`config.mk`:
```
export PLATFORM = sky130hd
export DESIGN_NAME = change_dispenser_flat
export DESIGN_NICKNAME = d
export VERILOG_FILES = /design/src/rtl/change_dispenser_if.sv /design/src/rtl/change_dispenser.sv /design/src/flat_wrapper.sv
export SDC_FILE = /design/constraint.sdc
export NUM_CORES = 1
export LEC_CHECK = 0
export CAP_MARGIN = 20
export CELL_PAD_IN_SITES_DETAIL_PLACEMENT = 0
export CELL_PAD_IN_SITES_GLOBAL_PLACEMENT = 2
export CORE_MARGIN = 3
export CORE_UTILIZATION = 29
export CTS_BUF_LIST = sky130_fd_sc_hd__clkbuf_4 sky130_fd_sc_hd__clkbuf_8 sky130_fd_sc_hd__clkbuf_16
export DETAILED_ROUTE_END_ITERATION = 6
export PLACE_DENSITY = 0.85
export SLEW_MARGIN = 30
export SYNTH_ARGS = -nofsm -noshare
export SYNTH_HDL_FRONTEND = slang
export SYNTH_SLANG_ARGS = --single-unit
```
`constraint.sdc`:
```
create_clock -name clock -period 2.9 [get_ports clock]
set_input_delay 0.58 -clock clock [delete_from_list [all_inputs] [get_ports clock]]
set_output_delay 0.58 -clock clock [all_outputs]
set_load 0.02 [all_outputs]
```
`src/rtl/change_dispenser_if.sv`:
```
// Bus between the main payment FSM (master) and the change dispenser (slave).
interface change_dispenser_if;
  logic [2:0] mainState;
  logic [4:0] inputMoney;
  logic [4:0] valueToPay;
  logic       noMoneyLeft;
  logic       coinValid;
  logic [4:0] coinOut;
  logic [4:0] remaining;
  logic [2:0] coinCount;
  logic [1:0] changeState;

  modport master (
    output mainState, inputMoney, valueToPay,
    input  noMoneyLeft, coinValid, coinOut, remaining, coinCount, changeState
  );

  modport slave (
    input  mainState, inputMoney, valueToPay,
    output noMoneyLeft, coinValid, coinOut, remaining, coinCount, changeState
  );
endinterface

```
`src/rtl/change_dispenser.sv`:
```
// Change / refund dispenser: loads the amount owed when the main FSM enters
// valid (3) or invalid (2) payment, pays it out largest coin first, then
// raises noMoneyLeft until the main FSM leaves {2,3}.
// Optional feature macro: COIN_GAP_EN (one idle cycle between coin strobes).
module change_dispenser (
  input  logic                clock,
  input  logic                reset,
  change_dispenser_if.slave   bus
);

  localparam int unsigned AMT_W  = 5;
  localparam int unsigned CNT_W  = 3;
  localparam int unsigned DIFF_W = AMT_W + 1;

  typedef enum logic [1:0] {
    ST_IDLE     = 2'd0,
    ST_DISPENSE = 2'd1,
    ST_DONE     = 2'd2,
    ST_GAP      = 2'd3
  } state_e;

`ifdef COIN_GAP_EN
  localparam state_e AFTER_COIN = ST_GAP;
`else
  localparam state_e AFTER_COIN = ST_DISPENSE;
`endif

  state_e             state_q, state_d;
  logic [AMT_W-1:0]   rem_q, rem_d;
  logic [CNT_W-1:0]   cnt_q, cnt_d;
  logic [AMT_W-1:0]   coin_q, coin_d;
  logic               valid_q, valid_d;
  logic               nml_q, nml_d;

  logic               pay_active;
  logic [DIFF_W-1:0]  diff;
  logic [AMT_W-1:0]   change_amt;
  logic [AMT_W-1:0]   coin_sel;

  // Largest denomination not exceeding the amount still owed.
  function automatic logic [AMT_W-1:0] pick_coin(input logic [AMT_W-1:0] amt);
    if (amt >= AMT_W'(20))      return AMT_W'(20);
    else if (amt >= AMT_W'(10)) return AMT_W'(10);
    else if (amt >= AMT_W'(5))  return AMT_W'(5);
    else if (amt >= AMT_W'(2))  return AMT_W'(2);
    else                        return AMT_W'(1);
  endfunction

  // Change amount with a refund fallback if the price exceeds the money inserted.
  always_comb begin
    pay_active = (bus.mainState == 3'd2) || (bus.mainState == 3'd3);
    diff       = DIFF_W'(bus.inputMoney) - DIFF_W'(bus.valueToPay);
    change_amt = diff[DIFF_W-1] ? bus.inputMoney : diff[AMT_W-1:0];
    coin_sel   = pick_coin(rem_q);
  end

  // Next-state and next-output logic.
  always_comb begin
    state_d = state_q;
    rem_d   = rem_q;
    cnt_d   = cnt_q;
    coin_d  = '0;
    valid_d = 1'b0;
    nml_d   = 1'b0;
    case (state_q)
      ST_IDLE: begin
        if (bus.mainState == 3'd3) begin
          rem_d   = change_amt;
          cnt_d   = '0;
          state_d = ST_DISPENSE;
        end else if (bus.mainState == 3'd2) begin
          rem_d   = bus.inputMoney;
          cnt_d   = '0;
          state_d = ST_DISPENSE;
        end
      end
      ST_DISPENSE: begin
        if (!pay_active) begin
          rem_d   = '0;
          state_d = ST_IDLE;
        end else if (rem_q == '0) begin
          nml_d   = 1'b1;
          state_d = ST_DONE;
        end else begin
          coin_d  = coin_sel;
          valid_d = 1'b1;
          rem_d   = rem_q - coin_sel;
          cnt_d   = cnt_q + CNT_W'(1);
          if (rem_q == coin_sel) begin
            nml_d   = 1'b1;
            state_d = ST_DONE;
          end else begin
            state_d = AFTER_COIN;
          end
        end
      end
      ST_GAP: begin
        if (!pay_active) begin
          rem_d   = '0;
          state_d = ST_IDLE;
        end else begin
          state_d = ST_DISPENSE;
        end
      end
      ST_DONE: begin
        if (!pay_active) state_d = ST_IDLE;
        else             nml_d   = 1'b1;
      end
      default: state_d = ST_IDLE;
    endcase
  end

  // State and output registers with asynchronous clear.
  always_ff @(posedge clock or negedge reset) begin
    if (!reset) begin
      state_q <= ST_IDLE;
      rem_q   <= '0;
      cnt_q   <= '0;
      coin_q  <= '0;
      valid_q <= 1'b0;
      nml_q   <= 1'b0;
    end else begin
      state_q <= state_d;
      rem_q   <= rem_d;
      cnt_q   <= cnt_d;
      coin_q  <= coin_d;
      valid_q <= valid_d;
      nml_q   <= nml_d;
    end
  end

  assign bus.noMoneyLeft = nml_q;
  assign bus.coinValid   = valid_q;
  assign bus.coinOut     = coin_q;
  assign bus.remaining   = rem_q;
  assign bus.coinCount   = cnt_q;
  assign bus.changeState = state_q;

endmodule
```
`src/flat_wrapper.sv`:
```
// flat-port wrapper written by rule: the top's interface ports become plain ports
module change_dispenser_flat 
  (clock, reset, bus_mainState, bus_inputMoney, bus_valueToPay, bus_noMoneyLeft, bus_coinValid, bus_coinOut, bus_remaining, bus_coinCount, bus_changeState);
  change_dispenser_if bus_i ();
  input  logic clock;
  input  logic reset;
  input wire logic [$bits(bus_i.mainState)-1:0] bus_mainState;
  input wire logic [$bits(bus_i.inputMoney)-1:0] bus_inputMoney;
  input wire logic [$bits(bus_i.valueToPay)-1:0] bus_valueToPay;
  output wire logic [$bits(bus_i.noMoneyLeft)-1:0] bus_noMoneyLeft;
  output wire logic [$bits(bus_i.coinValid)-1:0] bus_coinValid;
  output wire logic [$bits(bus_i.coinOut)-1:0] bus_coinOut;
  output wire logic [$bits(bus_i.remaining)-1:0] bus_remaining;
  output wire logic [$bits(bus_i.coinCount)-1:0] bus_coinCount;
  output wire logic [$bits(bus_i.changeState)-1:0] bus_changeState;
  assign bus_i.mainState = bus_mainState;
  assign bus_i.inputMoney = bus_inputMoney;
  assign bus_i.valueToPay = bus_valueToPay;
  assign bus_noMoneyLeft = bus_i.noMoneyLeft;
  assign bus_coinValid = bus_i.coinValid;
  assign bus_coinOut = bus_i.coinOut;
  assign bus_remaining = bus_i.remaining;
  assign bus_coinCount = bus_i.coinCount;
  assign bus_changeState = bus_i.changeState;
  change_dispenser u_core (.clock(clock), .reset(reset), .bus(bus_i));
endmodule
```
Word-level counts from Yosys, hierarchy flattened
Cells that the tools add are included.

Register bits: 17. Latch bits: 0. RAM bits: 0. Memory bits (read-only): 0. Memories kept: 0.

$add $sub $neg: 3. $mul: 0. Div/mod/pow operators: 0. $lt $le $gt $ge: 4. Equal/unequal tests: 12. Shift operators: 0. Muxes and demuxes: 35. Bitwise operators: 0. Reduce and logical (&&, ||, !) cells: 8.

Operator list (count): 5-bit two-way mux (12); 5-bit one-hot mux with 3 select lines (1); 2-bit two-way mux (7); 3-bit two-way mux (4); 1-bit two-way mux (8); 2-bit one-hot mux with 4 select lines (1); 4-bit AND reduction (2); 3-bit by 2-bit == test with 1-bit output (second input constant) (2); 2-bit != test (second input constant) (3); 3-bit one-hot mux with 2 select lines (1); 5-bit by 5-bit subtractor with 6-bit output (1); 5-bit == test (1); 5-bit by 2-bit greater-or-equal comparator with 1-bit output (second input constant) (1); 5-bit by 3-bit greater-or-equal comparator with 1-bit output (second input constant) (1); 5-bit by 4-bit greater-or-equal comparator with 1-bit output (second input constant) (1); 5-bit greater-or-equal comparator (second input constant) (1); 5-bit logical NOT (1); 5-bit subtractor (1); 2-bit == test (second input constant) (2); 3-bit by 1-bit adder with 3-bit output (second input constant) (1); 3-bit by 1-bit != test with 1-bit output (second input constant) (1); 3-bit != test (second input constant) (1); 3-bit nonzero test (1); 2-bit by 1-bit == test with 1-bit output (second input constant) (1); other kinds (6) (6).

Depth between registers and ports, before layout
Word-level depth: 10. Gate-level depth with buffers: 13. Depth with buffers taken out: 13.

Worst setup path before layout
OpenSTA, ideal clock, no wires.

Kind: flip-flop to flip-flop. Start: register u_core.rem_q[2] (netlist: u_core.bus.remaining[2]). End: register u_core.rem_q[4] (netlist: u_core.bus.remaining[4]). Data arrival time: 2355 ps. Path slack: 463 ps. Stages on the path, launching flop included: 12. Period minus slack after synthesis: 2437 ps. Path through: dfrtp_1 or2_2 a21o_1 inv_1 ha_1 inv_1 fa_1 a21o_1 a21oi_1 mux2i_1 a21oi_1 a31oi_1.

Cells in the longest elaborated chain, start to end: 9. Elaborated cells between the ends (all ways): 15. Classes of those cells: 1 x add/sub; 4 x order compare; 1 x eq/ne; 7 x mux; 2 x reduce/logical.

RTL lines: from (decl) (RTL line change_dispenser.sv:29) `logic [AMT_W-1:0] rem_q, rem_d;`; from (signal assigned) (RTL line change_dispenser.sv:124) `rem_q <= rem_d;`; 5-bit by 2-bit greater-or-equal comparator with 1-bit output (RTL line change_dispenser.sv:45) `else if (amt >= AMT_W'(2)) return AMT_W'(2);`; 2-bit two-way mux (RTL line change_dispenser.sv:45); 5-bit two-way mux (RTL line change_dispenser.sv:44) `else if (amt >= AMT_W'(5)) return AMT_W'(5);`; 5-bit two-way mux (RTL line change_dispenser.sv:43) `else if (amt >= AMT_W'(10)) return AMT_W'(10);`; 5-bit two-way mux (RTL line change_dispenser.sv:42) `if (amt >= AMT_W'(20)) return AMT_W'(20);`; 5-bit subtractor (RTL line change_dispenser.sv:87) `rem_d = rem_q - coin_sel;`; 5-bit two-way mux (RTL line change_dispenser.sv:81) `end else if (rem_q == '0) begin`; 5-bit two-way mux (RTL line change_dispenser.sv:78) `if (!pay_active) begin`; 5-bit one-hot mux with 3 select lines (RTL line change_dispenser.sv:65) `case (state_q)`.

Several ways; a longest one is shown, not always the timed one. The select of a mux whose other input is x is not followed. A chain may end at the register's enable or synchronous reset.

Final worst setup path
Start: register u_core.rem_q[1] (netlist: u_core.bus.remaining[1]). End: register u_core.rem_q[4] (netlist: u_core.bus.remaining[4]).

Same word-level chain as after synthesis.

==> run summary <==
=========================================================================================
Number of antenna violations at the first check in global routing                       0
Cell count of the worst reg-to-reg path                                                11
Fraction of synthesized cell area taken by the top area cell type                  30.88%
Final worst-path cycle share                                                       88.54%
Critical path class                                                          flip-flop to flip-flop
Post-Route WL                                                                     3271 um
R2R Path End                                                                 u_core.bus.remaining[4]
Cell types with the largest area share after synthesis                       sky130_fd_sc_hd__dfrtp_1 31%, sky130_fd_sc_hd__ha_1 14%, sky130_fd_sc_hd__nor2_1 5.7%
Max frequency                                                                   389.5 MHz
Total of warnings raised by yosys                                                       0
Mapped Cells                                                                          162
Hold-fix buffer count after cts                                                         0
Highest-delay cell along the critical path                                   sky130_fd_sc_hd__dfrtp_1
Critical path's largest stage delay                                               0.48 ns
Lkg Pwr                                                                         0.8128 nW
Initial Util                                                                       30.79%
Post-CTS Setup Inserts                                                                  0
Setup slack, reg-to-reg                                                           0.33 ns
Placer's final routability congestion estimate                                     0.7526
Final worst path period need                                                     2.568 ns
Worst EP required                                                                 3.08 ns
Count of clock tree sinks                                                              17
Multi-input gate area                                                           884.6 um2
Count of final max-slew check failures                                                  0
Transition time at the pin with the least slew margin                           0.8047 ns
Overall power                                                                  0.001793 W
Worst setup path startpoint                                                  u_core.bus.remaining[1]
Count of nets after finishing                                                         229
Detailed Place HPWL                                                               2708 um
CTS tree                                                                             done
Layout overhead on the synthesized area                                            30.88%
Crit-path cells                                                              or2_2 > a21o_1 > inv_1 > ha_1 > inv_1 > fa_1 > a21o_1 > a21oi_1 > mux2i_1 > a21oi_1 > a31oi_1
Detailed router's first-iteration violation count                                      38
Maximum net fanout on the critical path                                                 8
Post-CTS sizing                                                                         0
Number of synthesized register bits                                                    17
Cell types with the highest counts after synthesis                           21 x sky130_fd_sc_hd__nor2_1, 17 x sky130_fd_sc_hd__dfrtp_1, 15 x sky130_fd_sc_hd__ha_1, 15 x sky130_fd_sc_hd__inv_1, 13 x sky130_fd_sc_hd__nand2_1
Run status                                                                   complete, no violations
DR DRC count                                                                            0
Unique cell type count in the Yosys netlist                                            42
WP data arrival                                                                   2.75 ns
Peak supply drop                                                                0.2692 mV
Mean cell area of the mapped netlist                                            8.504 um2
Global-route wire length before repair                                            5589 um
Fin Setup TNS                                                                        0 ns
Largest net degree at the start of global routing                                      18
Routed met2 length                                                                1620 um
Cell type with the highest aggregate area in the netlist                     sky130_fd_sc_hd__dfrtp_1
Insertion delay to the later sink of the worst-skew pair                          0.25 ns
Vias after detailed routing                                                          1292
Count of flip-flops with a built-in enable after synthesis                              0
Die Footprint                                                                    5613 um2
# diodes                                                                                0
Total grt overflow                                                                      0
Total core area                                                                  4474 um2
Main flop type after synthesis                                               sky130_fd_sc_hd__dfrtp_1
Met3 routed WL                                                                      97 um
Final-layout fill cell count                                                          441
Syn nets                                                                              194
Worst min-delay path category                                                flip-flop to flip-flop
Height of the chip                                                               74.92 um
Sequential share of the synthesized area                                           30.88%
Number of endpoints with negative hold slack in the final report                        0
Port Buf Inserts                                                                       31
Cell family with most CP delay                                               compound AO/OA/AOI/OAI gates
Terminating pin of the worst hold path                                       u_core.bus.coinCount[2]
Max clock buf depth                                                                     2
Min-Delay Startpoint                                                         u_core.bus.coinCount[2]
GRT Resource Usage Total                                                           12.58%
Relative max-transition margin                                                     46.19%
Sequential standard cell area                                                   425.4 um2
Top-count cell post-synth                                                    sky130_fd_sc_hd__nor2_1
Wl on met1                                                                        1505 um
Ratio of cells with drive above 1 in the final layout                              7.143%
Proportion of register bits with asynchronous set or reset after synthesis         100.0%
Remaining number of nets flagged by the antenna check after routing                     0
Number of placement rows                                                               24
Worst clock skew                                                              0.004361 ns
Routed length per instance                                                       13.19 um
Worst path bufs/invs                                                                    2
Pwr dens                                                                     994.3 nW/um2
Width of the chip                                                                74.92 um
Mapped Area                                                                      1378 um2
Highest metal layer with signal wires                                                met4
RSZ-0062 raised after global routing                                                false
Worst setup EP type                                                             flip-flop
Detailed-routing iteration count for the pre-antenna-repair pass                        4
I/O pin count                                                                          32
Vias per inst                                                                       5.210
Number of setup violations in the final report                                          0
H-tree depth reported by CTS                                                            1
Clock Pin Slew Worst Setup and Hold Paths                                         0.07 ns
Instance count along the most critical hold path                                        1
CTS buffer count                                                                        3
Max-cap check violation count                                                           0
Vias in the first global route                                                       1282
Cell chosen for the clock root                                               sky130_fd_sc_hd__clkbuf_8
Worst R2R Start                                                              u_core.bus.remaining[1]
Type of element launching the critical path                                     flip-flop
=========================================================================================
==> layer usage <==
layer | track usage (%) | vias to the layer above
met4 | 4.150 | 0
met3 | 1.736 | 4
met2 | 22.73 | 22
li1 | - | 649
met5 | 0 | -
met1 | 15.25 | 617
==> how the worst max path moves through the flow <==
stage / to / slack [ns] / cells past startpoint
6_report: u_core.bus.remaining[4] / 0.33 / 11
3_3_place_gp: u_core.bus.remaining[4] / 0.19 / 9
4_1_cts: u_core.bus.remaining[4] / 0.34 / 11
2_1_floorplan: u_core.bus.remaining[4] / 0.46 / 11
5_1_grt: u_core.bus.remaining[2] / 0.08 / 13
3_5_place_dp: u_core.bus.remaining[4] / 0.14 / 9
==> state kept, by name, summed over array words and instances, names as in the netlist <==
name	count
u_core.bus.coinValid	1
u_core.bus.remaining	5
u_core.bus.noMoneyLeft	1
u_core.bus.changeState	2
u_core.bus.coinCount	3
u_core.bus.coinOut	5
==> cell type report <==
| type | instances | share of cell area [%] |
|---|---|---|
| clock buffers | 3 | 2.290 |
| clock inverters | 1 | 0.2776 |
| inverters | 15 | 3.123 |
| multi-input cells | 127 | 49.06 |
| flip-flops and latches | 17 | 23.59 |
| well taps | 52 | 3.609 |
| repair buffers | 33 | 18.04 |
==> cells by family (layout without fill, tap and decap cells) <==
kind of cell	count (synthesis)	in the layout	synth area share, %
flops	17	17	30.88
simple gates	60	60	22.25
fa+ha+maj	17	17	16.53
compound gates	44	44	21.25
mux	3	3	2.271
xor+xnor	3	3	1.908
buf+inv	18	52	4.904
==> power by group <==
part	total [W]	leakage, nW	internal, W	switching (W)
clock	0.000178	0.0255	0.0000952	0.0000826
sequential	0.000407	0.218	0.000317	0.0000901
combinational	0.00121	0.569	0.000537	0.000670
==> metrics by stage <==
step                      std cells  cell area (um2)  setup WS, ns  hold WS (ns)  utilization (%)
final                           248             1803        0.3324        0.5492            40.30
after global routing            248             1803       0.07569        0.6075            40.30
after CTS                       248             1803        0.3351        0.5651            40.30
after detailed placement        244             1757        0.1421        0.5493            39.26
after global placement          244             1757        0.1876        0.5335            39.26
after floorplan                 162             1378        0.4633        0.2844                -
==> cells in the final DEF, fill, tap and decap left out, drive strengths merged, types with 4 or more instances in the layout <==
cell,instances
clkdlybuf4s50,31
ha,15
a21oi,11
or4,4
nor3,5
dfrtp,17
inv,15
nor2,21
o21ai,9
nand2,13
(Power assumes the default switching activity.)
